<file path="config.mk">
export PLATFORM = sky130hd
export DESIGN_NAME = pmem_scheduler_flat
export DESIGN_NICKNAME = d
export VERILOG_FILES = /design/src/rtl/pmem_scheduler_if.sv /design/src/rtl/pmem_scheduler.sv /design/src/flat_wrapper.sv
export SDC_FILE = /design/constraint.sdc
export NUM_CORES = 1
export LEC_CHECK = 0
export CORE_AREA = 2 2 662 664
export DETAILED_ROUTE_END_ITERATION = 7
export DIE_AREA = 0 0 664 666
export PLACE_DENSITY_LB_ADDON = 0.3
export SYNTH_ARGS = -nofsm -noshare
export SYNTH_HDL_FRONTEND = slang
export SYNTH_SLANG_ARGS = --single-unit
</file>
<file path="constraint.sdc">
create_clock -name clk -period 1.7 [get_ports clk]
set_input_delay 0.34 -clock clk [delete_from_list [all_inputs] [get_ports clk]]
set_output_delay 0.34 -clock clk [all_outputs]
set_load 0.05 [all_outputs]
</file>
<file path="src/rtl/pmem_scheduler_if.sv">
// Bundle of the three L1 requester ports and the cacheline adaptor port.
// slave is the scheduler's view; master is the requesters plus adaptor side.
interface pmem_scheduler_if #(parameter int LW = 256);
    logic          i_read;
    logic [31:0]   i_address;
    logic [LW-1:0] i_rdata;
    logic          i_resp;
    logic          d_read;
    logic          d_write;
    logic [31:0]   d_address;
    logic [LW-1:0] d_wdata;
    logic [LW-1:0] d_rdata;
    logic          d_resp;
    logic          p_read;
    logic [31:0]   p_address;
    logic [LW-1:0] p_rdata;
    logic          p_resp;
    logic          mem_read;
    logic          mem_write;
    logic [31:0]   mem_address;
    logic [LW-1:0] mem_wdata;
    logic [LW-1:0] mem_rdata;
    logic          mem_resp;

    modport slave (
        input  i_read, i_address, d_read, d_write, d_address, d_wdata,
               p_read, p_address, mem_rdata, mem_resp,
        output i_rdata, i_resp, d_rdata, d_resp, p_rdata, p_resp,
               mem_read, mem_write, mem_address, mem_wdata
    );
    modport master (
        output i_read, i_address, d_read, d_write, d_address, d_wdata,
               p_read, p_address, mem_rdata, mem_resp,
        input  i_rdata, i_resp, d_rdata, d_resp, p_rdata, p_resp,
               mem_read, mem_write, mem_address, mem_wdata
    );
endinterface

</file>
<file path="src/rtl/pmem_scheduler.sv">
// One-line-at-a-time scheduler for I-fill, D-fill/writeback and prefetch,
// fixed priority D > I > P with aging override and I/P same-line coalescing.
module pmem_scheduler #(
    parameter int s_offset     = 5,
    parameter int STARVE_LIMIT = 8
) (
    input logic             clk,
    input logic             reset_n,
    pmem_scheduler_if.slave bus
);
    localparam int LW = (2**s_offset) * 8;
    localparam int RD = 0;
    localparam int RI = 1;
    localparam int RP = 2;
    localparam logic [31:0] LINE_MASK = ~((32'd1 << s_offset) - 32'd1);

    typedef enum logic [1:0] {IDLE, BUSY, DONE} state_t;

    state_t          state, state_nx;
    logic [2:0]      req, starved, win, gnt;
    logic [2:0][3:0] age, age_nx;
    logic            coal, coal_nx, op_wr;
    logic [31:0]     sel_addr, addr;
    logic [LW-1:0]   wdata, line;

    function automatic logic [2:0] pick(input logic [2:0] v);
        if (v[RD]) return 3'b001;
        if (v[RI]) return 3'b010;
        if (v[RP]) return 3'b100;
        return 3'b000;
    endfunction

    assign req = {bus.p_read, bus.i_read, bus.d_read | bus.d_write};

    always_comb begin
        starved = '0;
        for (int k = 0; k < 3; k++)
            starved[k] = req[k] && (age[k] >= 4'(STARVE_LIMIT));
        win = pick((|starved) ? starved : req);
        sel_addr = win[RD] ? bus.d_address : (win[RI] ? bus.i_address : bus.p_address);
        coal_nx = win[RI] && bus.p_read &&
                  ((bus.i_address & LINE_MASK) == (bus.p_address & LINE_MASK));
    end

    // Losers age (saturating), winners and idle requesters restart from zero.
    always_comb begin
        age_nx = '0;
        for (int k = 0; k < 3; k++) begin
            if (!req[k] || win[k])    age_nx[k] = 4'd0;
            else if (age[k] != 4'hf)  age_nx[k] = age[k] + 4'd1;
            else                      age_nx[k] = age[k];
        end
        if (coal_nx) age_nx[RP] = 4'd0;
    end

    always_comb begin
        state_nx = state;
        case (state)
            IDLE:    if (|req) state_nx = BUSY;
            BUSY:    if (bus.mem_resp) state_nx = DONE;
            DONE:    state_nx = IDLE;
            default: state_nx = IDLE;
        endcase
    end

    always_ff @(posedge clk or negedge reset_n) begin
        if (!reset_n) state <= IDLE;
        else          state <= state_nx;
    end

    always_ff @(posedge clk or negedge reset_n) begin
        if (!reset_n) begin
            gnt   <= '0;
            coal  <= 1'b0;
            op_wr <= 1'b0;
            age   <= '0;
            addr  <= '0;
            wdata <= '0;
            line  <= '0;
        end else begin
            if (state == IDLE && |req) begin
                gnt   <= win;
                coal  <= coal_nx;
                age   <= age_nx;
                op_wr <= win[RD] & bus.d_write;
                addr  <= sel_addr & LINE_MASK;
                wdata <= bus.d_wdata;
            end
            if (state == BUSY && bus.mem_resp) line <= bus.mem_rdata;
        end
    end

    assign bus.mem_read    = (state == BUSY) && !op_wr;
    assign bus.mem_write   = (state == BUSY) && op_wr;
    assign bus.mem_address = addr;
    assign bus.mem_wdata   = wdata;
    assign bus.i_resp      = (state == DONE) && gnt[RI];
    assign bus.d_resp      = (state == DONE) && gnt[RD];
    assign bus.p_resp      = (state == DONE) && (gnt[RP] || coal);
    assign bus.i_rdata     = line;
    assign bus.d_rdata     = line;
    assign bus.p_rdata     = line;
endmodule

</file>
<file path="src/flat_wrapper.sv">
// flat-port wrapper written by rule: the top's interface ports become plain ports
module pmem_scheduler_flat 
#(
    parameter int s_offset     = 5,
    parameter int STARVE_LIMIT = 8
)
  (clk, reset_n, bus_i_read, bus_i_address, bus_d_read, bus_d_write, bus_d_address, bus_d_wdata, bus_p_read, bus_p_address, bus_mem_rdata, bus_mem_resp, bus_i_rdata, bus_i_resp, bus_d_rdata, bus_d_resp, bus_p_rdata, bus_p_resp, bus_mem_read, bus_mem_write, bus_mem_address, bus_mem_wdata);
  pmem_scheduler_if #(.LW(256)) bus_i ();
  input logic clk;
  input logic reset_n;
  input wire logic [$bits(bus_i.i_read)-1:0] bus_i_read;
  input wire logic [$bits(bus_i.i_address)-1:0] bus_i_address;
  input wire logic [$bits(bus_i.d_read)-1:0] bus_d_read;
  input wire logic [$bits(bus_i.d_write)-1:0] bus_d_write;
  input wire logic [$bits(bus_i.d_address)-1:0] bus_d_address;
  input wire logic [$bits(bus_i.d_wdata)-1:0] bus_d_wdata;
  input wire logic [$bits(bus_i.p_read)-1:0] bus_p_read;
  input wire logic [$bits(bus_i.p_address)-1:0] bus_p_address;
  input wire logic [$bits(bus_i.mem_rdata)-1:0] bus_mem_rdata;
  input wire logic [$bits(bus_i.mem_resp)-1:0] bus_mem_resp;
  output wire logic [$bits(bus_i.i_rdata)-1:0] bus_i_rdata;
  output wire logic [$bits(bus_i.i_resp)-1:0] bus_i_resp;
  output wire logic [$bits(bus_i.d_rdata)-1:0] bus_d_rdata;
  output wire logic [$bits(bus_i.d_resp)-1:0] bus_d_resp;
  output wire logic [$bits(bus_i.p_rdata)-1:0] bus_p_rdata;
  output wire logic [$bits(bus_i.p_resp)-1:0] bus_p_resp;
  output wire logic [$bits(bus_i.mem_read)-1:0] bus_mem_read;
  output wire logic [$bits(bus_i.mem_write)-1:0] bus_mem_write;
  output wire logic [$bits(bus_i.mem_address)-1:0] bus_mem_address;
  output wire logic [$bits(bus_i.mem_wdata)-1:0] bus_mem_wdata;
  assign bus_i.i_read = bus_i_read;
  assign bus_i.i_address = bus_i_address;
  assign bus_i.d_read = bus_d_read;
  assign bus_i.d_write = bus_d_write;
  assign bus_i.d_address = bus_d_address;
  assign bus_i.d_wdata = bus_d_wdata;
  assign bus_i.p_read = bus_p_read;
  assign bus_i.p_address = bus_p_address;
  assign bus_i.mem_rdata = bus_mem_rdata;
  assign bus_i.mem_resp = bus_mem_resp;
  assign bus_i_rdata = bus_i.i_rdata;
  assign bus_i_resp = bus_i.i_resp;
  assign bus_d_rdata = bus_i.d_rdata;
  assign bus_d_resp = bus_i.d_resp;
  assign bus_p_rdata = bus_i.p_rdata;
  assign bus_p_resp = bus_i.p_resp;
  assign bus_mem_read = bus_i.mem_read;
  assign bus_mem_write = bus_i.mem_write;
  assign bus_mem_address = bus_i.mem_address;
  assign bus_mem_wdata = bus_i.mem_wdata;
  pmem_scheduler #(.s_offset(s_offset), .STARVE_LIMIT(STARVE_LIMIT)) u_core (.clk(clk), .reset_n(reset_n), .bus(bus_i));
endmodule
</file>
# == Yosys cells after proc, flatten, opt, wreduce, memory -nomap -nowiden ==
# Cells that the tools add are included.
# word_totals
memories,0
wordCells,81
mem_bits_ro,0
mem_bits_rw,0
out_inout_bits,1061
ff_bits,558
latchBits,0
# classes
mux,25
mul,0
n_reduce_logical,30
eq_ne,8
n_lt_le_gt_ge,3
n_shift,0
addsub,3
bitwise,2
div,0
# op_table
op,count
$mux 32,2
$mux 4,7
$eq 27x27->1,1
$mux 3,7
$add 4x1->4 const B,3
$ge 4x4->1 const B,3
$logic_and 1x1->1,12
$ne 4x4->1 const B,3
$reduce_and 2->1,4
$mux 1,6
$reduce_or 3->1,2
$logic_not 1->1,4
$logic_or 1x1->1,4
$mux 2,2
$pmux 2 s2,1
$reduce_bool 2->1,2
$reduce_bool 3->1,1
$eq 2x1->1 const B,1
$eq 2x2->1 const B,1
$logic_not 2->1,1
$ne 2x1->1 const B,1
$ne 2x2->1 const B,1
$and 1x1->1,1
$or 1x1->1,1

# == Logic depth before layout (Yosys ltp) ==
# depth
word_depth,15
mapped_depth,8
mapped_depth_nobuf,6

# == Worst setup path after synthesis ==
# Ideal clock, no wire load.
# synth_timing
path_kind,flip-flop to output port
startpoint,register u_core.state[0]
endpoint,output bus_p_resp
path_slack_ns,-0.251
stages_incl_launch_ff,2
t_required_ns,1.360
arrival_ns,1.611
path_cell_list,dfrtp_1 > nor3b_1
# synth_between
elab_chain_len,2
# synth_rtl
element,line_no,source
from (decl),pmem_scheduler.sv:19,"state_t state, state_nx;"
from (signal assigned),pmem_scheduler.sv:68,else state <= state_nx;
$eq 2x2->1,pmem_scheduler.sv:99,assign bus.p_resp = (state == DONE) && (gnt[RP] || coal);
$logic_and 1x1->1,pmem_scheduler.sv:99,
to (decl),flat_wrapper.sv:26,output wire logic [$bits(bus_i.p_resp)-1:0] bus_p_resp;
# Every way passes these cells.

# == Final worst setup path ==
# layout_timing
startpoint,register u_core.state[0]
endpoint,"register u_core.line[77], in the netlist u_core.bus.d_rdata[77]"
# layout_between
elab_chain_len,2
# layout_rtl
element,line_no,source
$eq 2x1->1,pmem_scheduler.sv:89,if (state == BUSY && bus.mem_resp) line <= bus.mem_rdata;
$logic_and 1x1->1,pmem_scheduler.sv:89,
to (signal assigned),pmem_scheduler.sv:89,
to (decl),pmem_scheduler.sv:24,"logic [LW-1:0] wdata, line;"
# Every way passes these cells.
# A chain may end at the register's enable or synchronous reset.

==> key figures <==
Run status
  • Outcome: finished, violations left
  • Failing checks: setup timing

Timing
  • Part of the cycle the worst path needs: 131%
  • Fmax: 0.448 GHz
  • Worst rel slew slack: 61.4%
  • Unrepaired setup endpoints after global routing: yes
  • Final hold viol count: 0
  • Slew @ Worst Pin: 0.579 ns
  • Final setup fails: 1569
  • Skew final: 0.0857 ns
  • Setup TNS: -261.97 ns
  • Fin worst setup slack: -0.532 ns
  • Tmin final: 2.23 ns
  • Max Slew Vio Count: 0

Setup path
  • Arrival @ worst endpoint: 2.93 ns
  • Critical-path cell list: nor2b_1, buf_4, and2_4, buf_6, buf_16, buf_12, buf_16, buf_12, buf_4, buf_4, mux2_2
  • Most used cell, CP: buf_4
  • R2r worst-path depth: 11
  • Critical Path RT: 2.40 ns
  • CP Class: register to register
  • CP max FO: 3
  • Worst R2R End: u_core.bus.d_rdata[77]
  • Reg2reg start: u_core.state[0]
  • Slowest-stage cell, CP: dfrtp_1
  • Worst setup EP type: register
  • CP startpoint kind: register
  • Register-to-register path setup slack: -0.53 ns
  • Kind of cell adding the most delay to the critical path: buffers and inverters
  • Critical Path Max Stage Delay: 0.40 ns
  • Buf/Inv on CP: 8

GRT
  • First-pass GRT wire length: 355000 um
  • Initial antenna violation count: 199
  • Tot GR Track Use: 12.8%
  • Pin count of the biggest net entering global routing: 83
  • Grt total ovfl: 0
  • Number of global-route vias before repair: 25730

Placement
  • Routability cong.: 0.880
  • Number of port buffers: 1655
  • Placed Cells incl. Taps: 9406
  • Post-DP HPWL: 260000 um

Clock network
  • Clock latency on the worst-skew pair: 0.84 ns
  • Clock Sinks: 558
  • Max Root-Sink Buffers: 4
  • H-tree Lvls: 3
  • Clk root buf: clkbuf_16
  • Clock-pin slew on the worst setup and hold paths: 0.07 ns
  • CTS Buf Count: 89
  • CTS tree: yes

Floorplanning
  • Core footprint: 436000 sq um
  • Die X: 664 um
  • Die H: 666 um
  • Initial core utilization: 5.88%
  • Io pins: 1676
  • Die area: 442000 sq um
  • Cell Rows: 243

Logic synthesis
  • Synthesized area: 25600 sq um
  • Area share of the largest cell type after synthesis: 54.4%
  • Synth Flop Type: dfrtp_1
  • FF+latch count, synth: 558
  • Fraction of the yosys area taken by sequential cells: 54.4%
  • Async SR Flop Fraction: 100%
  • Mapped Cells: 2419
  • Library cells used by synthesis: 43
  • Synth area leader: dfrtp_1
  • Synth Area per Inst: 10.6 sq um
  • Total number of yosys warnings: 0
  • Number of synthesized flops with an enable pin: 0
  • Top cells by area, synth: dfrtp_1 54%, buf_4 16%, nand2_1 12%, mux2_2 10%, a222oi_1 1.1%

Drt
  • Routed Antenna Nets: 0
  • Wirelength, routed: 293000 um
  • Via count: 24804
  • DR iter-0 viols: 1241
  • Vias per cell: 2.53
  • DR WL/cell: 29.9 um
  • DRC: 0
  • First drt pass iteration count: 6

Flow run
  • Max_cap viols: 0

Worst hold path
  • Worst Hold Class: input pin to register
  • Hold path endpoint: u_core.bus.mem_wdata[36]
  • Start point of the worst hold path: bus_d_wdata[36]
  • Hold depth: 3

Final layout
  • Reg area: 14400 sq um
  • Fillcell total: 48777
  • P&R area growth vs syn: 141%
  • Layout cell share with drive strength beyond 1: 49.0%
  • Finished Layout Cells: 9805
  • Commonest non-fill, non-tap cell in the layout: buf_12
  • Commonest non-fill, non-tap cells in the layout: 885 x buf_12, 814 x nand2_1, 598 x clkdlybuf4s50_1
  • Multi-input gate area: 7400 sq um
  • Fin nets: 4586
[timing repair]
item                       in CTS  in global routing
hold buffers                  148                  0
hold endpoints to repair      705                  0
setup endpoints to repair    1543               1610
pin swaps                       5                  0
gates cloned                   14                  1
gates resized for setup       595                  6
setup buffers                  58                  4
[tightest hold or removal path, stage by stage]
cell and delay, ns:
clkdlybuf4s50_1 0.40, nand2_1 0.08, nand2_1 0.05
[routing by layer]
metal  GRT usage (%)  vias to the layer above  part of all wire [%]  wire length (um)
li1                -                    10415                     -                 -
met1            13.3                    12398                    36            104000
met2            24.2                     1438                    53            155000
met3            4.81                      523                   8.6             25100
met4            2.81                       30                   3.0              8950
met5               0                        -                 0.063               185
[how the worst max path moves through the flow]
stage	from	end	slack (ns)	depth (start not counted)
final	u_core.state[0]	u_core.bus.d_rdata[77]	-0.53	11
after global routing	u_core.state[1]	bus_p_resp	-0.67	4
after CTS	u_core.state[0]	bus_p_resp	-0.72	4
after detailed placement	bus_i_address[23]	u_core.age[9]	-0.84	7
after global placement	bus_i_address[23]	u_core.age[9]	-1.05	7
after floorplan	bus_i_read	u_core.bus.mem_address[23]	0.09	7
[cells by family (layout without fill, tap and decap cells)]
kind of cell | count (synthesis) | count (layout) | share of synthesized area (%)
xor gates and xnor gates | 27 | 27 | 0.922
and+or+nand+nor | 855 | 855 | 12.8
adders and majority gates | 6 | 6 | 0.293
AOI/OAI and AO/OA | 86 | 86 | 2.37
muxes | 258 | 258 | 11.3
other | 1 | 24 | 0.0146
DFF | 558 | 558 | 54.4
buffers and inverters | 628 | 2234 | 17.8
[registers in the layout, summed over array words and instances, names as in the netlist]
register                count
u_core.bus.mem_wdata      256
u_core.coal                 1
u_core.bus.mem_address     27
u_core.state                2
u_core.gnt                  3
u_core.bus.d_rdata        256
u_core.age                 12
u_core.op_wr                1
[Yosys cell counts, types with 2 or more instances]
cell type,instances
a21oi_1,3
a222oi_1,27
and2_1,3
and3b_1,2
buf_1,4
buf_2,42
buf_4,561
buf_6,6
clkbuf_1,8
dfrtp_1,558
ha_1,6
inv_1,7
mux2_1,24
mux2_2,234
nand2_1,815
nand3_1,6
nand3b_1,2
nand4_1,8
nor2_1,7
nor3_1,4
nor4_1,2
o21a_1,2
o21ai_0,30
o21ai_1,12
o22ai_1,3
xnor2_1,23
xor2_1,4
[area by class of cell]
type	instances	area share, %
well taps	5757	11.7
repair buffers	2072	48.0
multi-input cells	1237	12.0
inverters	7	0.0426
diodes	19	0.0771
clock inverters	39	0.803
clock buffers	116	4.07
flip-flops and latches	558	23.4
[stage by stage]
step,util [%],instance area (sq um),setup WS [ns],hold slack [ns]
after detailed placement,12.5,54500,-0.842,0.381
after global placement,12.5,54500,-1.05,0.376
final,14.2,61700,-0.532,0.103
after global routing,14.1,61700,-0.673,0.0502
after floorplan,-,25700,0.0883,0.0444
after CTS,14.1,61600,-0.721,0.000186
Power is left out: the tool's default activity adds up to more than one toggle a clock period on the data nets, which glitch-free logic cannot reach.
